--- config.mk ---
export PLATFORM = sky130hd
export DESIGN_NAME = mac_accumulate
export DESIGN_NICKNAME = d
export VERILOG_FILES = /design/src/rtl/mac_pkg.sv /design/src/rtl/multiplier_core.sv /design/src/rtl/mac_accumulate.sv
export SDC_FILE = /design/constraint.sdc
export NUM_CORES = 1
export LEC_CHECK = 0
export CORE_UTILIZATION = 44
export CTS_CLUSTER_DIAMETER = 100
export DETAILED_ROUTE_END_ITERATION = 10
export SYNTH_ARGS = -nofsm -noshare
export SYNTH_HDL_FRONTEND = slang
export SYNTH_SLANG_ARGS = --single-unit
--- constraint.sdc ---
create_clock -name clk -period 12.85 [get_ports clk]
set_input_delay 2.57 -clock clk [delete_from_list [all_inputs] [get_ports clk]]
set_output_delay 2.57 -clock clk [all_outputs]
set_load 0.01 [all_outputs]
--- src/rtl/mac_pkg.sv ---
// Shared types, defaults and saturating arithmetic helpers for the
// multiply-accumulate stage.
package mac_pkg;

    // Default geometry of the MAC stage.
    localparam int DEF_N     = 8;
    localparam int DEF_ACC_W = 24;
    localparam int DEF_CNT_W = 8;

    // Widths at which the saturating helpers operate; callers zero-extend
    // their operands into these and take the low bits of the result back.
    localparam int SAT_MAX_W = 64;
    localparam int CNT_MAX_W = 32;

    // Operand beat record at the default operand width.
    typedef struct packed {
        logic [DEF_N-1:0] a;
        logic [DEF_N-1:0] b;
        logic             first;
        logic             last;
    } stage_t;

    // Result of a saturating add: overflow flag above the clipped sum.
    typedef struct packed {
        logic                 ovf;
        logic [SAT_MAX_W-1:0] sum;
    } sat_sum_t;

    // Adds two unsigned values and clips the result to acc_w bits.
    function automatic sat_sum_t sat_add(
        input logic [SAT_MAX_W-1:0] acc,
        input logic [SAT_MAX_W-1:0] p,
        input int unsigned          acc_w
    );
        logic [SAT_MAX_W:0] raw;
        logic [SAT_MAX_W:0] limit;
        sat_sum_t           res;
        raw   = {1'b0, acc} + {1'b0, p};
        limit = ({{SAT_MAX_W{1'b0}}, 1'b1} << acc_w) - {{SAT_MAX_W{1'b0}}, 1'b1};
        if (raw > limit) begin
            res.ovf = 1'b1;
            res.sum = limit[SAT_MAX_W-1:0];
        end else begin
            res.ovf = 1'b0;
            res.sum = raw[SAT_MAX_W-1:0];
        end
        return res;
    endfunction

    // Increments a counter that sticks at all-ones for a cnt_w-bit field.
    function automatic logic [CNT_MAX_W-1:0] sat_inc(
        input logic [CNT_MAX_W-1:0] cnt,
        input int unsigned          cnt_w
    );
        logic [CNT_MAX_W:0]   limit;
        logic [CNT_MAX_W-1:0] res;
        limit = ({{CNT_MAX_W{1'b0}}, 1'b1} << cnt_w) - {{CNT_MAX_W{1'b0}}, 1'b1};
        if ({1'b0, cnt} >= limit) begin
            res = limit[CNT_MAX_W-1:0];
        end else begin
            res = cnt + {{(CNT_MAX_W-1){1'b0}}, 1'b1};
        end
        return res;
    endfunction

endpackage

--- src/rtl/multiplier_core.sv ---
// Unsigned N x N array multiplier: sum of shifted partial products.
module multiplier_core #(
    parameter int N = 8
) (
    input  logic [N-1:0]   a_i,
    input  logic [N-1:0]   b_i,
    output logic [2*N-1:0] p_o
);

    logic [2*N-1:0] a_ext_s;

    assign a_ext_s = {{N{1'b0}}, a_i};

    // Accumulate one partial-product row per multiplier bit.
    always_comb begin
        p_o = {(2*N){1'b0}};
        for (int i = 0; i < N; i++) begin
            if (b_i[i]) begin
                p_o = p_o + (a_ext_s << i);
            end else begin
                p_o = p_o;
            end
        end
    end

endmodule

--- src/rtl/mac_accumulate.sv ---
// Pipelined multiply-accumulate stage: operand register, product register,
// saturating burst accumulator and a held result register on a
// valid/ready output. A single stall signal freezes the whole pipe while
// an emitted result waits for the consumer.
module mac_accumulate
    import mac_pkg::*;
#(
    parameter int N     = DEF_N,
    parameter int ACC_W = DEF_ACC_W,
    parameter int CNT_W = DEF_CNT_W
) (
    input  logic             clk,
    input  logic             rst,
    input  logic             in_valid,
    output logic             in_ready,
    input  logic [N-1:0]     in_a,
    input  logic [N-1:0]     in_b,
    input  logic             in_first,
    input  logic             in_last,
    output logic             out_valid,
    input  logic             out_ready,
    output logic [ACC_W-1:0] out_acc,
    output logic             out_ovf,
    output logic [CNT_W-1:0] out_count
);

    // Elaboration-time geometry checks.
    if (ACC_W < 2 * N) begin : g_acc_too_narrow
        $error("mac_accumulate: ACC_W must be at least 2*N");
    end
    if (ACC_W >= SAT_MAX_W) begin : g_acc_too_wide
        $error("mac_accumulate: ACC_W must be below SAT_MAX_W");
    end
    if ((CNT_W < 1) || (CNT_W >= CNT_MAX_W)) begin : g_cnt_width
        $error("mac_accumulate: CNT_W out of range");
    end

    // Operand beat at the instantiated operand width.
    typedef struct packed {
        logic [N-1:0] a;
        logic [N-1:0] b;
        logic         first;
        logic         last;
    } beat_t;

    logic                 adv_s;

    // Stage 1: registered operands.
    logic                 v1_q, v1_d;
    beat_t                s1_q, s1_d;

    // Stage 2: registered product.
    logic [2*N-1:0]       prod_s;
    logic                 v2_q, v2_d;
    logic [ACC_W-1:0]     p_q, p_d;
    logic                 first2_q, first2_d;
    logic                 last2_q, last2_d;

    // Stage 3: running burst state.
    logic [ACC_W-1:0]     acc_q, acc_d;
    logic                 ovf_q, ovf_d;
    logic [CNT_W-1:0]     cnt_q, cnt_d;

    // Held result.
    logic                 out_valid_q, out_valid_d;
    logic [ACC_W-1:0]     out_acc_q, out_acc_d;
    logic                 out_ovf_q, out_ovf_d;
    logic [CNT_W-1:0]     out_count_q, out_count_d;

    // Stage 3 arithmetic.
    logic [ACC_W-1:0]           acc_base_s;
    logic                       sat_ovf_s;
    logic [SAT_MAX_W-ACC_W-1:0] sat_pad_s;
    logic [ACC_W-1:0]           sat_sum_s;
    logic                       sat_hit_s;
    logic [ACC_W-1:0]           acc_new_s;
    logic                       ovf_new_s;
    logic [CNT_MAX_W-CNT_W-1:0] cnt_pad_s;
    logic [CNT_W-1:0]           cnt_inc_s;
    logic [CNT_W-1:0]           cnt_new_s;

    // The pipe moves unless a result is held against a stalled consumer.
    assign adv_s    = !(out_valid_q && !out_ready);
    assign in_ready = adv_s;

    assign out_valid = out_valid_q;
    assign out_acc   = out_acc_q;
    assign out_ovf   = out_ovf_q;
    assign out_count = out_count_q;

    multiplier_core #(
        .N (N)
    ) u_mul (
        .a_i (s1_q.a),
        .b_i (s1_q.b),
        .p_o (prod_s)
    );

    // Next accumulator value, overflow flag and term count for the stage-2 beat.
    always_comb begin
        acc_base_s = first2_q ? {ACC_W{1'b0}} : acc_q;
        {sat_ovf_s, sat_pad_s, sat_sum_s} =
            sat_add(SAT_MAX_W'(acc_base_s), SAT_MAX_W'(p_q), ACC_W);
        // Any bit above ACC_W means the value did not fit: treat as saturation.
        sat_hit_s  = sat_ovf_s | (|sat_pad_s);
        acc_new_s  = sat_hit_s ? {ACC_W{1'b1}} : sat_sum_s;
        ovf_new_s  = sat_hit_s ? 1'b1 : (first2_q ? 1'b0 : ovf_q);
        {cnt_pad_s, cnt_inc_s} = sat_inc(CNT_MAX_W'(cnt_q), CNT_W);
        if (first2_q) begin
            cnt_new_s = CNT_W'(1'b1);
        end else if (|cnt_pad_s) begin
            cnt_new_s = {CNT_W{1'b1}};
        end else begin
            cnt_new_s = cnt_inc_s;
        end
    end

    // Pipeline advance, accumulation and result emission when not stalled.
    always_comb begin
        v1_d        = v1_q;
        s1_d        = s1_q;
        v2_d        = v2_q;
        p_d         = p_q;
        first2_d    = first2_q;
        last2_d     = last2_q;
        acc_d       = acc_q;
        ovf_d       = ovf_q;
        cnt_d       = cnt_q;
        out_valid_d = out_valid_q;
        out_acc_d   = out_acc_q;
        out_ovf_d   = out_ovf_q;
        out_count_d = out_count_q;
        if (adv_s) begin
            v1_d = in_valid;
            if (in_valid) begin
                s1_d.a     = in_a;
                s1_d.b     = in_b;
                s1_d.first = in_first;
                s1_d.last  = in_last;
            end else begin
                s1_d = s1_q;
            end
            v2_d     = v1_q;
            p_d      = ACC_W'(prod_s);
            first2_d = s1_q.first;
            last2_d  = s1_q.last;
            // Advancing means any held result has been taken this edge.
            out_valid_d = 1'b0;
            if (v2_q) begin
                if (last2_q) begin
                    out_valid_d = 1'b1;
                    out_acc_d   = acc_new_s;
                    out_ovf_d   = ovf_new_s;
                    out_count_d = cnt_new_s;
                    acc_d       = {ACC_W{1'b0}};
                    ovf_d       = 1'b0;
                    cnt_d       = {CNT_W{1'b0}};
                end else begin
                    acc_d = acc_new_s;
                    ovf_d = ovf_new_s;
                    cnt_d = cnt_new_s;
                end
            end else begin
                acc_d = acc_q;
            end
        end else begin
            v1_d = v1_q;
        end
    end

    // State registers with synchronous reset; in-flight beats are dropped on reset.
    always_ff @(posedge clk) begin
        if (rst) begin
            v1_q        <= 1'b0;
            s1_q        <= {$bits(beat_t){1'b0}};
            v2_q        <= 1'b0;
            p_q         <= {ACC_W{1'b0}};
            first2_q    <= 1'b0;
            last2_q     <= 1'b0;
            acc_q       <= {ACC_W{1'b0}};
            ovf_q       <= 1'b0;
            cnt_q       <= {CNT_W{1'b0}};
            out_valid_q <= 1'b0;
            out_acc_q   <= {ACC_W{1'b0}};
            out_ovf_q   <= 1'b0;
            out_count_q <= {CNT_W{1'b0}};
        end else begin
            v1_q        <= v1_d;
            s1_q        <= s1_d;
            v2_q        <= v2_d;
            p_q         <= p_d;
            first2_q    <= first2_d;
            last2_q     <= last2_d;
            acc_q       <= acc_d;
            ovf_q       <= ovf_d;
            cnt_q       <= cnt_d;
            out_valid_q <= out_valid_d;
            out_acc_q   <= out_acc_d;
            out_ovf_q   <= out_ovf_d;
            out_count_q <= out_count_d;
        end
    end

endmodule

# Word-level counts from Yosys, hierarchy flattened
# Cells that the tools add are included.
[word_totals] regBits=105 input_bits=22 output_inout_bits=35 word_cells=58
[classes] addsub=9 order_cmp=2 n_mux=21 bitwise_logic=2 n_reduce_logical=8
[op_table] operator="two-way mux 16 bit" n=7
[op_table] operator="two-way mux 24 bit" n=3
[op_table] operator="two-way mux 65 bit" n=1
[op_table] operator="OR reduction 40 bit" n=1
[op_table] operator="two-way mux 8 bit" n=4
[op_table] operator="adder 24 x 16 -> 25 bit" n=1
[op_table] operator="greater-than comparator 25 x 24 -> 1 bit, second input constant" n=1
[op_table] operator="OR reduction 24 bit" n=1
[op_table] operator="adder 16 x 10 -> 16 bit" n=1
[op_table] operator="adder 16 x 11 -> 16 bit" n=1
[op_table] operator="adder 16 x 12 -> 16 bit" n=1
[op_table] operator="adder 16 x 13 -> 16 bit" n=1
[op_table] operator="adder 16 x 14 -> 16 bit" n=1
[op_table] operator="adder 16 x 15 -> 16 bit" n=1
[op_table] operator="adder 16 x 9 -> 16 bit" n=1
[op_table] operator="adder 8 x 1 -> 9 bit, second input constant" n=1
[op_table] operator="two-way mux 9 bit" n=1
[op_table] operator=">= comparator 8 bit, second input constant" n=1
[op_table] operator="two-way mux 1 bit" n=5
[op_table] operator="AND reduction 2 bit" n=2
[op_table] operator="AND reduction 3 bit" n=1
[op_table] operator="zero test 1 bit" n=2
[op_table] operator="logical AND 1 bit" n=1
[op_table] operator="inverter 1 bit" n=1
[op_table] operator="bitwise OR 1 bit" n=1

# Logic depth before layout (Yosys ltp)
# Gate-level depths: netlist (run 1).
[logic_depth] ltp_word=15 mapped_depth=49

# By module
# A second synthesis (run 1) with hierarchy kept.
[hier_totals] hier_cells=1092 hier_area_um2=8399.3
[by_module_without_submodules] mod="mac_accumulate" instances=1 cells_each=647 area_each_um2=5141.2
[by_module_without_submodules] mod="multiplier_core" instances=1 cells_each=445 area_each_um2=3258.1

# Least setup slack after synthesis (run 1)
# Ideal clock, no wire load.
[synth_path] path_type="reg-to-reg" from="reg s1_q[11] in the netlist's numbering" to="reg p_q[14]" t_arrival_ns=8.274 slack_ns=4.462 stages_incl_launch_ff=40 path_buffers=0 cell_sequence="dfxtp_1 > and2_1 > ha_1 > fa_1 > o211ai_1 > and3_1 > nor2_1 > a21oi_1 > xnor2_1 > mux2i_1 > ha_1 > or2_2 > o31a_1 > xnor2_1 > nand2_1 > o21ai_0 > ha_1 > or4_1 > [4 not listed] > a211oi_1 > nor2_1 > xor2_1 > a211oi_1 > ha_1 > and2_1 > o21ai_0 > a21oi_1 > a311oi_1 > ha_1 > or3_1 > a21oi_1 > nor2_1 > ha_1 > a21o_1 > a21oi_1 > xor2_1 > a2111oi_0"
[synth_between] elab_chain_len=15
[synth_rtl] element="start, declared" line_no="mac_accumulate.sv:50" text="beat_t s1_q, s1_d;"
[synth_rtl] element="start signal, assigned" line_no="mac_accumulate.sv:175" text="s1_q <= {$bits(beat_t){1'b0}};"
[synth_rtl] element="two-way mux 8 bit" line_no="multiplier_core.sv:18" text="if (b_i[i]) begin"
[synth_rtl] element="adder 16 x 9 -> 16 bit" line_no="multiplier_core.sv:19" text="p_o = p_o + (a_ext_s << i);"
[synth_rtl] element="two-way mux 16 bit" line_no="multiplier_core.sv:18"
[synth_rtl] element="adder 16 x 10 -> 16 bit" line_no="multiplier_core.sv:19"
[synth_rtl] element="two-way mux 16 bit" line_no="multiplier_core.sv:18"
[synth_rtl] element="adder 16 x 11 -> 16 bit" line_no="multiplier_core.sv:19"
[synth_rtl] element="two-way mux 16 bit" line_no="multiplier_core.sv:18"
[synth_rtl] element="adder 16 x 12 -> 16 bit" line_no="multiplier_core.sv:19"
[synth_rtl] element="two-way mux 16 bit" line_no="multiplier_core.sv:18"
[synth_rtl] element="adder 16 x 13 -> 16 bit" line_no="multiplier_core.sv:19"
[synth_rtl] element="two-way mux 16 bit" line_no="multiplier_core.sv:18"
[synth_rtl] element="adder 16 x 14 -> 16 bit" line_no="multiplier_core.sv:19"
[synth_rtl] element="two-way mux 16 bit" line_no="multiplier_core.sv:18"
[synth_rtl] element="adder 16 x 15 -> 16 bit" line_no="multiplier_core.sv:19"
[synth_rtl] element="two-way mux 16 bit (*)" line_no="multiplier_core.sv:18"
[synth_rtl] element="end signal, assigned" line_no="mac_accumulate.sv:177" text="p_q <= {ACC_W{1'b0}};"
[synth_rtl] element="end signal, assigned" line_no="mac_accumulate.sv:191" text="p_q <= p_d;"
[synth_rtl] element="end, declared" line_no="mac_accumulate.sv:55" text="logic [ACC_W-1:0] p_q, p_d;"
# Every way passes the cells marked *; elsewhere a longest branch is shown, timed or not.
# A chain may end at the register's enable or synchronous reset.

# Final worst setup path (run 1)
# Ends and elaborated chain as after synthesis.

==> metrics.md, run 1 <==
| Metric | Value |
|---|---|
| Total CTS buffers | `9` |
| Crit path DAT | `9.64 ns` |
| Die W | `140 µm` |
| HPWL after DPL | `16000 µm` |
| Final Total Pwr | `between 0.7 and 0.8 mW` |
| Netlist cell types | `83` |
| Crit path top cell by count | `ha_1` |
| Drt total wl | `between 20000 and 25000 µm` |
| CP max FO | `12` |
| Vias | `7812` |
| Clock-pin slew on the worst setup and hold paths | `approximately 0.090 ns` |
| Status | `completed` |
| Gr usage total | `23.1%` |
| Final number of max-transition violations | `0` |
| First drt pass iteration count | `7` |
| Worst IR drop on VDD | `74.8 µV` |
| Clock tree sinks | `105` |
| Fin crit share | `73.1%` |
| Synth warn | `0` |
| CTS HTree Levels | `3` |
| Endpoints failing hold | `0` |
| Vias per std cell | `approximately 5.7` |
| Post-synth ARST share | `0%` |
| Commonest non-fill, non-tap cells in the layout | `nand2_1, a21oi_1, nor2_1, dfxtp_1, ha_1` |
| CTS tree | `yes` |
| GRT Residual Overflow | `0` |
| Post-synth EDFFs | `0` |
| Clk Latency, worst-skew pair | `about 0.36 ns` |
| Number of global-route vias before repair | `approximately 7300` |
| Syn avg cell area | `between 7 and 8 µm²` |
| Worst hold slack | `0.447 ns` |
| Root Buffer | `clkbuf_16` |
| Row count | `50` |
| Layout cells sized above 1 | `5.06%` |
| Period minus WS final | `9.40 ns` |
| Top Family by Delay on Critical Path | `compound AO/OA/AOI/OAI gates` |
| Gpl congestion | `0.829` |
| CTS Buffer Depth | `2` |
| Setup TNS | `0 ns` |
| Io pins | `57` |
| Final Skew | `0.0110 ns` |
| Area contributors post-synth | `dfxtp_1, ha_1, a21oi_1` |
| Core area | `18700 µm²` |
| Power Dens Cells | `85.0 nW/µm²` |
| Yosys reg bits | `105` |
| Max Cap Viol | `0` |
| Post-CTS Repair Setup Buffers | `0` |
| CP endpoint kind | `register` |
| Crit Path Category | `reg2reg` |
| Setup violators final | `0` |
| Filler cells | `roughly 1800` |
| P_leak | `roughly 3.8 nW` |
| Nets@finish | `1226` |
| Drc violations | `0` |
| Initial DRC count | `493` |
| Hold WC Path Type | `reg2reg` |
| First-pass GRT wire length | `~37000 µm` |
| Top cell type's share of synthesized area | `25.0%` |
| FF/Latch Area | `2100 µm²` |
| Multi-input logic area | `approximately 6000 µm²` |
| Mapped cell area | `8410 µm²` |
| Seq/Total Area, Yosys | `roughly a quarter` |
| Fmax | `around 0.11 GHz` |
| Unrepaired setup endpoints after global routing | `no` |
| CP Data Required Time | `13.09 ns` |
| Max_slew headroom | `25.0%` |
| Cell at the slowest stage of the critical path | `or4_1` |
| Dpl ws | `3.49 ns` |
| Area grow syn2layout | `11.7%` |
| Die ar. | `19700 µm²` |
| CP Buf/Inv Count | `0` |
| Commonest non-fill, non-tap cell in the layout | `nand2_1` |
| Antenna fix cells | `0` |
| Syn nets | `~1200` |
| Initial antenna violation count | `0` |
| Startpoint types | `register` |
| Drt wl/cell | `16.3 µm` |
| Port Buf Inserts | `56` |
| Die H | `140 µm` |
| CTS resizes | `0` |
| Largest area contributor in the netlist | `dfxtp_1` |
| Slowest cell delay on critical path | `approximately 0.50 ns` |
| Mapped Cells | `between 1000 and 1500` |
| Antenna-violating nets left | `0` |
| PnR worst setup slack | `3.45 ns` |
| Slew @ Worst Pin | `between 1 and 1.5 ns` |
| Initial Util | `between 40% and 50%` |
| # hold bufs at CTS | `0` |
| Largest net degree at the start of global routing | `66` |
| Dominant synthesized flop cell | `dfxtp_1` |
cell families after synthesis:
logic type	Yosys count	synth area share (%)
simple gates	411	23.6
compound gates	346	26.9
flops	105	25.0
buf+inv	92	4.45
fa+ha+maj	84	13.2
xor+xnor	47	4.99
mux	16	1.95
where the power goes:
group | switching (mW) | internal (mW)
logic | 0.0923 | 0.0698
clock network | 0.147 | 0.139
registers | 0.0161 | 0.334
total | 0.255 | 0.544
worst reg2reg max path: cells and delay by family (launching register included):
family	cells	cell delay [ns]
adders and majority gates	8	2.56
AOI/OAI and AO/OA	14	3.22
and+or+nand+nor	12	2.37
xor gates and xnor gates	4	0.51
DFF	1	0.49
muxes	1	0.11
state kept, by name (all words and copies together) (netlist names):
register,flops
s1_q,18
acc_q,24
first2_q,1
last2_q,1
ovf_q,1
v2_q,1
out_count,8
out_valid,1
out_ovf,1
out_acc,24
p_q,16
cnt_q,8
v1_q,1
cell type report:
| class | instances | area share [%] |
|---|---|---|
| clock inverter | 7 | 0.866 |
| tap | 234 | 3.12 |
| multi-input combinational | 904 | 63.1 |
| timing repair buffer | 65 | 6.66 |
| clock buffer | 9 | 2.40 |
| sequential | 105 | 22.4 |
| inverter | 36 | 1.44 |
cells in the mapped netlist (16+ instances only):
cell type    n
o21a_1      20
a211oi_1    28
nor3_1      29
a21oi_1    112
xor2_1      18
o21ai_1     31
nor2_1     107
nand3_1     16
nor2b_1     32
clkbuf_1    44
dfxtp_1    105
inv_1       35
xnor2_1     28
a21o_1      19
o21ai_0     36
nand2_1    137
ha_1        75
worst paths after layout:
| check | from | endpoint | slack, ns | cells after the start |
|---|---|---|---|---|
| hold reg to reg | acc_q[9] | acc_q[9] | 0.45 | 2 |
| setup reg to reg | s1_q[11] | p_q[14] | 3.45 | 39 |
| hold / removal | acc_q[9] | acc_q[9] | 0.45 | 2 |
| setup / recovery | s1_q[11] | p_q[14] | 3.45 | 39 |
metal layers:
layer	wire length (µm)	part of all wire, %	vias up	GRT usage (%)
li1	-	-	4010	-
met1	11200	51	3633	32.9
met2	9850	45	150	36.7
met3	820	3.7	19	3.25
met4	250	1.1	0	5.38
met5	0	0	-	0
through the flow:
step           cell area, µm²  cells  utilization, %
3_3_place_gp             9090   1344            48.6
2_1_floorplan            8410   1101               -
6_report                 9390   1360            50.2
3_5_place_dp             9090   1344            48.6
5_1_grt                  9390   1360            50.2
4_1_cts                  9390   1360            50.2
Note: power is estimated with default switching activity, not from simulation.
==> run 2: changes to the inputs <==
==> constraint.sdc (replaced) <==
create_clock -name clk -period 9.7 [get_ports clk]
set_input_delay 1.94 -clock clk [delete_from_list [all_inputs] [get_ports clk]]
set_output_delay 1.94 -clock clk [all_outputs]
set_load 0.01 [all_outputs]
==> run 2 against run 1 <==
Critical path depth grew 5. Clock skew increased by 0.0037 ns. Combinational power increased by 39%. Via count up 1.0%. Highest routed layer unchanged. Non-clock buffer count increased by 6. Worst setup slack lost 2.7 ns. Maximum frequency grew 5.3%. Worst hold slack is essentially flat. Wire length about the same. Critical endpoint unchanged. Power grew 33%. Global-route usage is essentially flat.
==> metrics.md, run 2 (synthesis results as in run 1) <==
| Metric | Value |
|---|---|
| Setup violators final | `0 (unchanged)` |
| Fin crit share | `92.0% (+19 points)` |
| CP Buf/Inv Count | `2 (+2)` |
| Worst IR drop on VDD | `92.0 µV (+23%)` |
| Antenna fix cells | `0 (unchanged)` |
| Initial antenna violation count | `0 (unchanged)` |
| Drt total wl | `22100 µm (about the same)` |
| HPWL after DPL | `16000 µm (+0.48%)` |
| Final number of max-transition violations | `0 (unchanged)` |
| CTS Buffer Depth | `2 (unchanged)` |
| GRT Residual Overflow | `0 (unchanged)` |
| Port Buf Inserts | `56 (unchanged)` |
| Layout cells sized above 1 | `6.27% (+1.2 points)` |
| Hold WC Path Type | `reg2reg` |
| Status | `completed` |
| Period minus WS final | `8.93 ns (-0.471 ns)` |
| Root Buffer | `clkbuf_16` |
| Crit Path Category | `reg2reg` |
| Core area | `18700 µm² (unchanged)` |
| Commonest non-fill, non-tap cells in the layout | `nand2_1, a21oi_1, nor2_1, dfxtp_1, ha_1` |
| Gpl congestion | `0.834 (+0.63%)` |
| CP Data Required Time | `9.95 ns (-3.14 ns)` |
| Vias | `7893 (+1.0%)` |
| CTS tree | `yes` |
| Unrepaired setup endpoints after global routing | `no` |
| Row count | `50 (unchanged)` |
| Vias per std cell | `5.78 (+0.59%)` |
| First drt pass iteration count | `5 (-2)` |
| Slew @ Worst Pin | `1.03 ns (-0.0935 ns)` |
| Largest net degree at the start of global routing | `66 (unchanged)` |
| Max Cap Viol | `0 (unchanged)` |
| Final Skew | `0.0146 ns (+0.00367 ns)` |
| Antenna-violating nets left | `0 (unchanged)` |
| Number of global-route vias before repair | `7264 (-0.68%)` |
| Max_slew headroom | `31.2% (+6.3 points)` |
| Area grow syn2layout | `12.7%` |
| Slowest cell delay on critical path | `0.44 ns (-0.06 ns)` |
| Post-CTS Repair Setup Buffers | `0 (unchanged)` |
| Startpoint types | `register` |
| Endpoints failing hold | `0 (unchanged)` |
| Commonest non-fill, non-tap cell in the layout | `nand2_1` |
| Clock tree sinks | `105 (unchanged)` |
| Die W | `140 µm (unchanged)` |
| Gr usage total | `23.1% (about the same)` |
| Dpl ws | `0.601 ns (-2.89 ns)` |
| Crit path DAT | `9.18 ns (-0.46 ns)` |
| Fmax | `0.112 GHz (+5.3%)` |
| Nets@finish | `1232 (+0.49%)` |
| Io pins | `57 (unchanged)` |
| Top Family by Delay on Critical Path | `compound AO/OA/AOI/OAI gates` |
| Final core occ | `50.6% (+0.43 points)` |
| CTS HTree Levels | `3 (unchanged)` |
| # hold bufs at CTS | `0 (unchanged)` |
| P_leak | `3.84 nW (+0.76%)` |
| PnR worst setup slack | `0.771 ns (-2.68 ns)` |
| Clk Latency, worst-skew pair | `0.36 ns (about the same)` |
| Crit path top cell by count | `a21oi_1` |
| Setup TNS | `0 ns (unchanged)` |
| Die ar. | `19700 µm² (unchanged)` |
| Drt wl/cell | `16.2 µm (-0.48%)` |
| Initial DRC count | `496 (+0.61%)` |
| First-pass GRT wire length | `37000 µm (about the same)` |
| Total CTS buffers | `9 (unchanged)` |
| Clock-pin slew on the worst setup and hold paths | `0.09 ns (about the same)` |
| Drc violations | `0 (unchanged)` |
| Power Dens Cells | `112 nW/µm² (+32%)` |
| CP endpoint kind | `register` |
| CP max FO | `12 (unchanged)` |
| Cell at the slowest stage of the critical path | `ha_2` |
| CTS resizes | `0 (unchanged)` |
| Die H | `140 µm (unchanged)` |
| Initial Util | `44.9% (unchanged)` |
==> run 2: cell count changes in the layout (fill, tap and decap cells not counted), moves of 2 or more <==
cell	previous run	this run
inv_6	1	3
buf_4	10	16
a211oi_2	1	3
ha_1	75	73
a211oi_1	28	26
ha_2	0	2
==> run 2: through the flow <==
step | cell area (µm²) | power [mW] | std cells | hold WS (ns)
after floorplan | 8410 | 0.632 | 1101 | 0.423
after global placement | 9130 | 0.687 | 1350 | 0.432
after detailed placement | 9130 | 0.689 | 1350 | 0.439
after CTS | 9440 | 1.07 | 1366 | 0.450
after global routing | 9470 | 1.12 | 1366 | 0.471
final | 9470 | 1.06 | 1366 | 0.446
==> run 2: report_power, final <==
group	switching, mW	internal [mW]
sequential	0.0153	0.443
combinational	0.129	0.0951
clock	0.196	0.184
total	0.341	0.722
==> run 2: area by class of cell <==
class / count / area [µm²]
inverters: 36 / 135
multi-input cells: 904 / 5970
repair buffers: 71 / 671
flip-flops and latches: 105 / 2100
well taps: 234 / 293
fillers: 1862 / 9230
clock buffers: 9 / 225
clock inverters: 7 / 78.8
==> run 2: final timing paths <==
kind / from / end / slack (ns) / cells after the start
max reg2reg: s1_q[12] / p_q[14] / 0.77 / 44
min: acc_q[13] / acc_q[13] / 0.45 / 2
max: s1_q[12] / p_q[14] / 0.77 / 44
min reg2reg: acc_q[13] / acc_q[13] / 0.45 / 2
==> run 2: worst register-to-register path, delay by kind of cell (launching register included) <==
family	cells	cell delay, ns
compound gates	21	3.53
fa+ha+maj	8	2.79
simple gates	9	1.26
xor+xnor	3	0.50
flops	1	0.30
buf+inv	2	0.25
mux	1	0.17
==> run 2: metal layers <==
layer | track usage, % | wire length, µm
met5 | 0 | 0
met4 | 4.34 | 220
met3 | 2.80 | 733
met2 | 37.2 | 9960
met1 | 33.1 | 11200
==> run 3: changes to the inputs <==
--- a/config.mk
+++ b/config.mk
@@ -5,9 +5,11 @@
 export SDC_FILE = /design/constraint.sdc
 export NUM_CORES = 1
 export LEC_CHECK = 0
+export ABC_CLOCK_PERIOD_IN_PS = 9700
 export CORE_UTILIZATION = 44
-export CTS_CLUSTER_DIAMETER = 100
+export CTS_CLUSTER_DIAMETER = 80
 export DETAILED_ROUTE_END_ITERATION = 10
+export MAX_ROUTING_LAYER = met4
 export SYNTH_ARGS = -nofsm -noshare
 export SYNTH_HDL_FRONTEND = slang
 export SYNTH_SLANG_ARGS = --single-unit
==> run 3 against run 2 <==
Sequential power about the same. Sequential share of layout area unchanged. Wire length down 0.14%. Worst setup slack better by 0.032 ns. First-iteration DRC count up 8.9%. Non-clock buffer count unchanged. Combinational power about the same. Flip-flop and latch count unchanged. Clock skew about the same. Core utilization unchanged. Global-route usage up 0.72 points. Largest cell class unchanged. Largest power group unchanged.
==> metrics.md, run 3 (synthesis results as in run 1) <==
| Metric | Value |
|---|---|
| Status | `completed` |
| Hold WC Path Type | `reg2reg` |
| Max_slew headroom | `31.2% (about the same)` |
| Total CTS buffers | `9 (unchanged)` |
| CTS HTree Levels | `3 (unchanged)` |
| Unrepaired setup endpoints after global routing | `no` |
| Finished Cell Area | `9470 µm² (unchanged)` |
| Io pins | `57 (unchanged)` |
| P_leak | `3.84 nW (about the same)` |
| Gr usage total | `23.8% (+0.72 points)` |
| FF/Latch Area | `2100 µm² (unchanged)` |
| Power Dens Cells | `112 nW/µm² (about the same)` |
| # hold bufs at CTS | `0 (unchanged)` |
| Max Cap Viol | `0 (unchanged)` |
| Commonest non-fill, non-tap cells in the layout | `nand2_1, a21oi_1, nor2_1, dfxtp_1, ha_1` |
| Drt wl/cell | `16.2 µm (-0.14%)` |
| Number of global-route vias before repair | `7255 (-0.12%)` |
| Commonest non-fill, non-tap cell in the layout | `nand2_1` |
| Initial Util | `44.9% (unchanged)` |
| CTS Buffer Depth | `2 (unchanged)` |
| CP max FO | `12 (unchanged)` |
| Die W | `140 µm (unchanged)` |
| Drt total wl | `22100 µm (-0.14%)` |
| Initial antenna violation count | `0 (unchanged)` |
| Setup TNS | `0 ns (unchanged)` |
| Vias | `7874 (-0.24%)` |
| Clk Latency, worst-skew pair | `0.36 ns (about the same)` |
| Die H | `140 µm (unchanged)` |
| Gpl congestion | `0.847 (+1.5%)` |
| Area grow syn2layout | `12.7% (unchanged)` |
| Layout cells sized above 1 | `6.27% (unchanged)` |
| CP endpoint kind | `register` |
| Worst IR drop on VDD | `92.1 µV (+0.19%)` |
| Fmax | `0.112 GHz (+0.37%)` |
| Initial DRC count | `540 (+8.9%)` |
| Cell at the slowest stage of the critical path | `ha_2` |
| Antenna-violating nets left | `0 (unchanged)` |
| CP Data Required Time | `9.95 ns (about the same)` |
| Drc violations | `0 (unchanged)` |
| Final Total Pwr | `1.06 mW (about the same)` |
| Period minus WS final | `8.90 ns (-0.0325 ns)` |
| Final core occ | `50.6% (unchanged)` |
| Multi-input logic area | `5970 µm² (unchanged)` |
| Filler cells | `1862 (unchanged)` |
| Root Buffer | `clkbuf_16` |
| Clock tree sinks | `105 (unchanged)` |
| Largest net degree at the start of global routing | `66 (unchanged)` |
| Core area | `18700 µm² (unchanged)` |
| GRT Residual Overflow | `0 (unchanged)` |
| Endpoints failing hold | `0 (unchanged)` |
| Nets@finish | `1232 (unchanged)` |
| Setup violators final | `0 (unchanged)` |
| Die ar. | `19700 µm² (unchanged)` |
| CTS tree | `yes` |
| First drt pass iteration count | `5 (unchanged)` |
| Startpoint types | `register` |
| First-pass GRT wire length | `37000 µm (about the same)` |
| Crit Path Category | `reg2reg` |
| Vias per std cell | `5.76 (-0.24%)` |
| Crit path top cell by count | `a21oi_1` |
| Post-DP Area | `9130 µm² (unchanged)` |
| Slew @ Worst Pin | `1.03 ns (+0.000241 ns)` |
| Crit path DAT | `9.14 ns (-0.04 ns)` |
| Slowest cell delay on critical path | `0.44 ns (about the same)` |
| Antenna fix cells | `0 (unchanged)` |
| Final number of max-transition violations | `0 (unchanged)` |
| Post-CTS Repair Setup Buffers | `0 (unchanged)` |
| Port Buf Inserts | `56 (unchanged)` |
| Row count | `50 (unchanged)` |
| Fin crit share | `91.7% (-0.33 points)` |
| HPWL after DPL | `16000 µm (unchanged)` |
| Clock-pin slew on the worst setup and hold paths | `0.09 ns (about the same)` |
| Final Skew | `0.0149 ns (+0.000287 ns)` |
run 3: cell type report:
type	instances	share of cell area, %
multi-input combinational	904	63.0
sequential	105	22.2
timing repair buffer	71	7.08
tap	234	3.09
clock buffer	9	2.38
inverter	36	1.43
clock inverter	7	0.832
run 3: worst max-delay path, delay by kind of cell (launching register included):
kind	cells	cell delay, ns
mux	1	0.17
compound gates	21	3.51
simple gates	9	1.25
xor+xnor	3	0.50
fa+ha+maj	8	2.78
flops	1	0.30
buf+inv	2	0.25
run 3: path summary, 6_finish.rpt:
kind	startpoint	endpoint	slack, ns	cells after the start
worst max-delay path	s1_q[12]	p_q[14]	0.80	44
worst min-delay path	acc_q[13]	acc_q[13]	0.45	2
worst max register to register	s1_q[12]	p_q[14]	0.80	44
worst min register to register	acc_q[13]	acc_q[13]	0.45	2
run 3: timing repair:
item	in CTS	in global routing
setup endpoints to repair	0	4
resized for setup	0	9
hold endpoints to repair	0	0
run 3: power by group:
part / switching, mW / internal (mW)
clock: 0.195 / 0.184
sequential: 0.0153 / 0.443
combinational: 0.129 / 0.0951
total: 0.340 / 0.722
run 3: through the flow:
stage	hold slack (ns)	cells	setup WS, ns
finish	0.446	1366	0.804
floorplan	0.423	1101	1.31
global route	0.471	1366	0.00718
CTS	0.450	1366	0.572
global placement	0.432	1350	0.802
detailed placement	0.439	1350	0.601
run 3: metal layers:
metal / global-route usage, % / vias up / routed length (µm)
li1: - / 4010 / -
met1: 33.2 / 3689 / 11200
met2: 37.2 / 158 / 9940
met3: 2.80 / 17 / 723
met4: 4.34 / 0 / 218
met5: - / - / 0
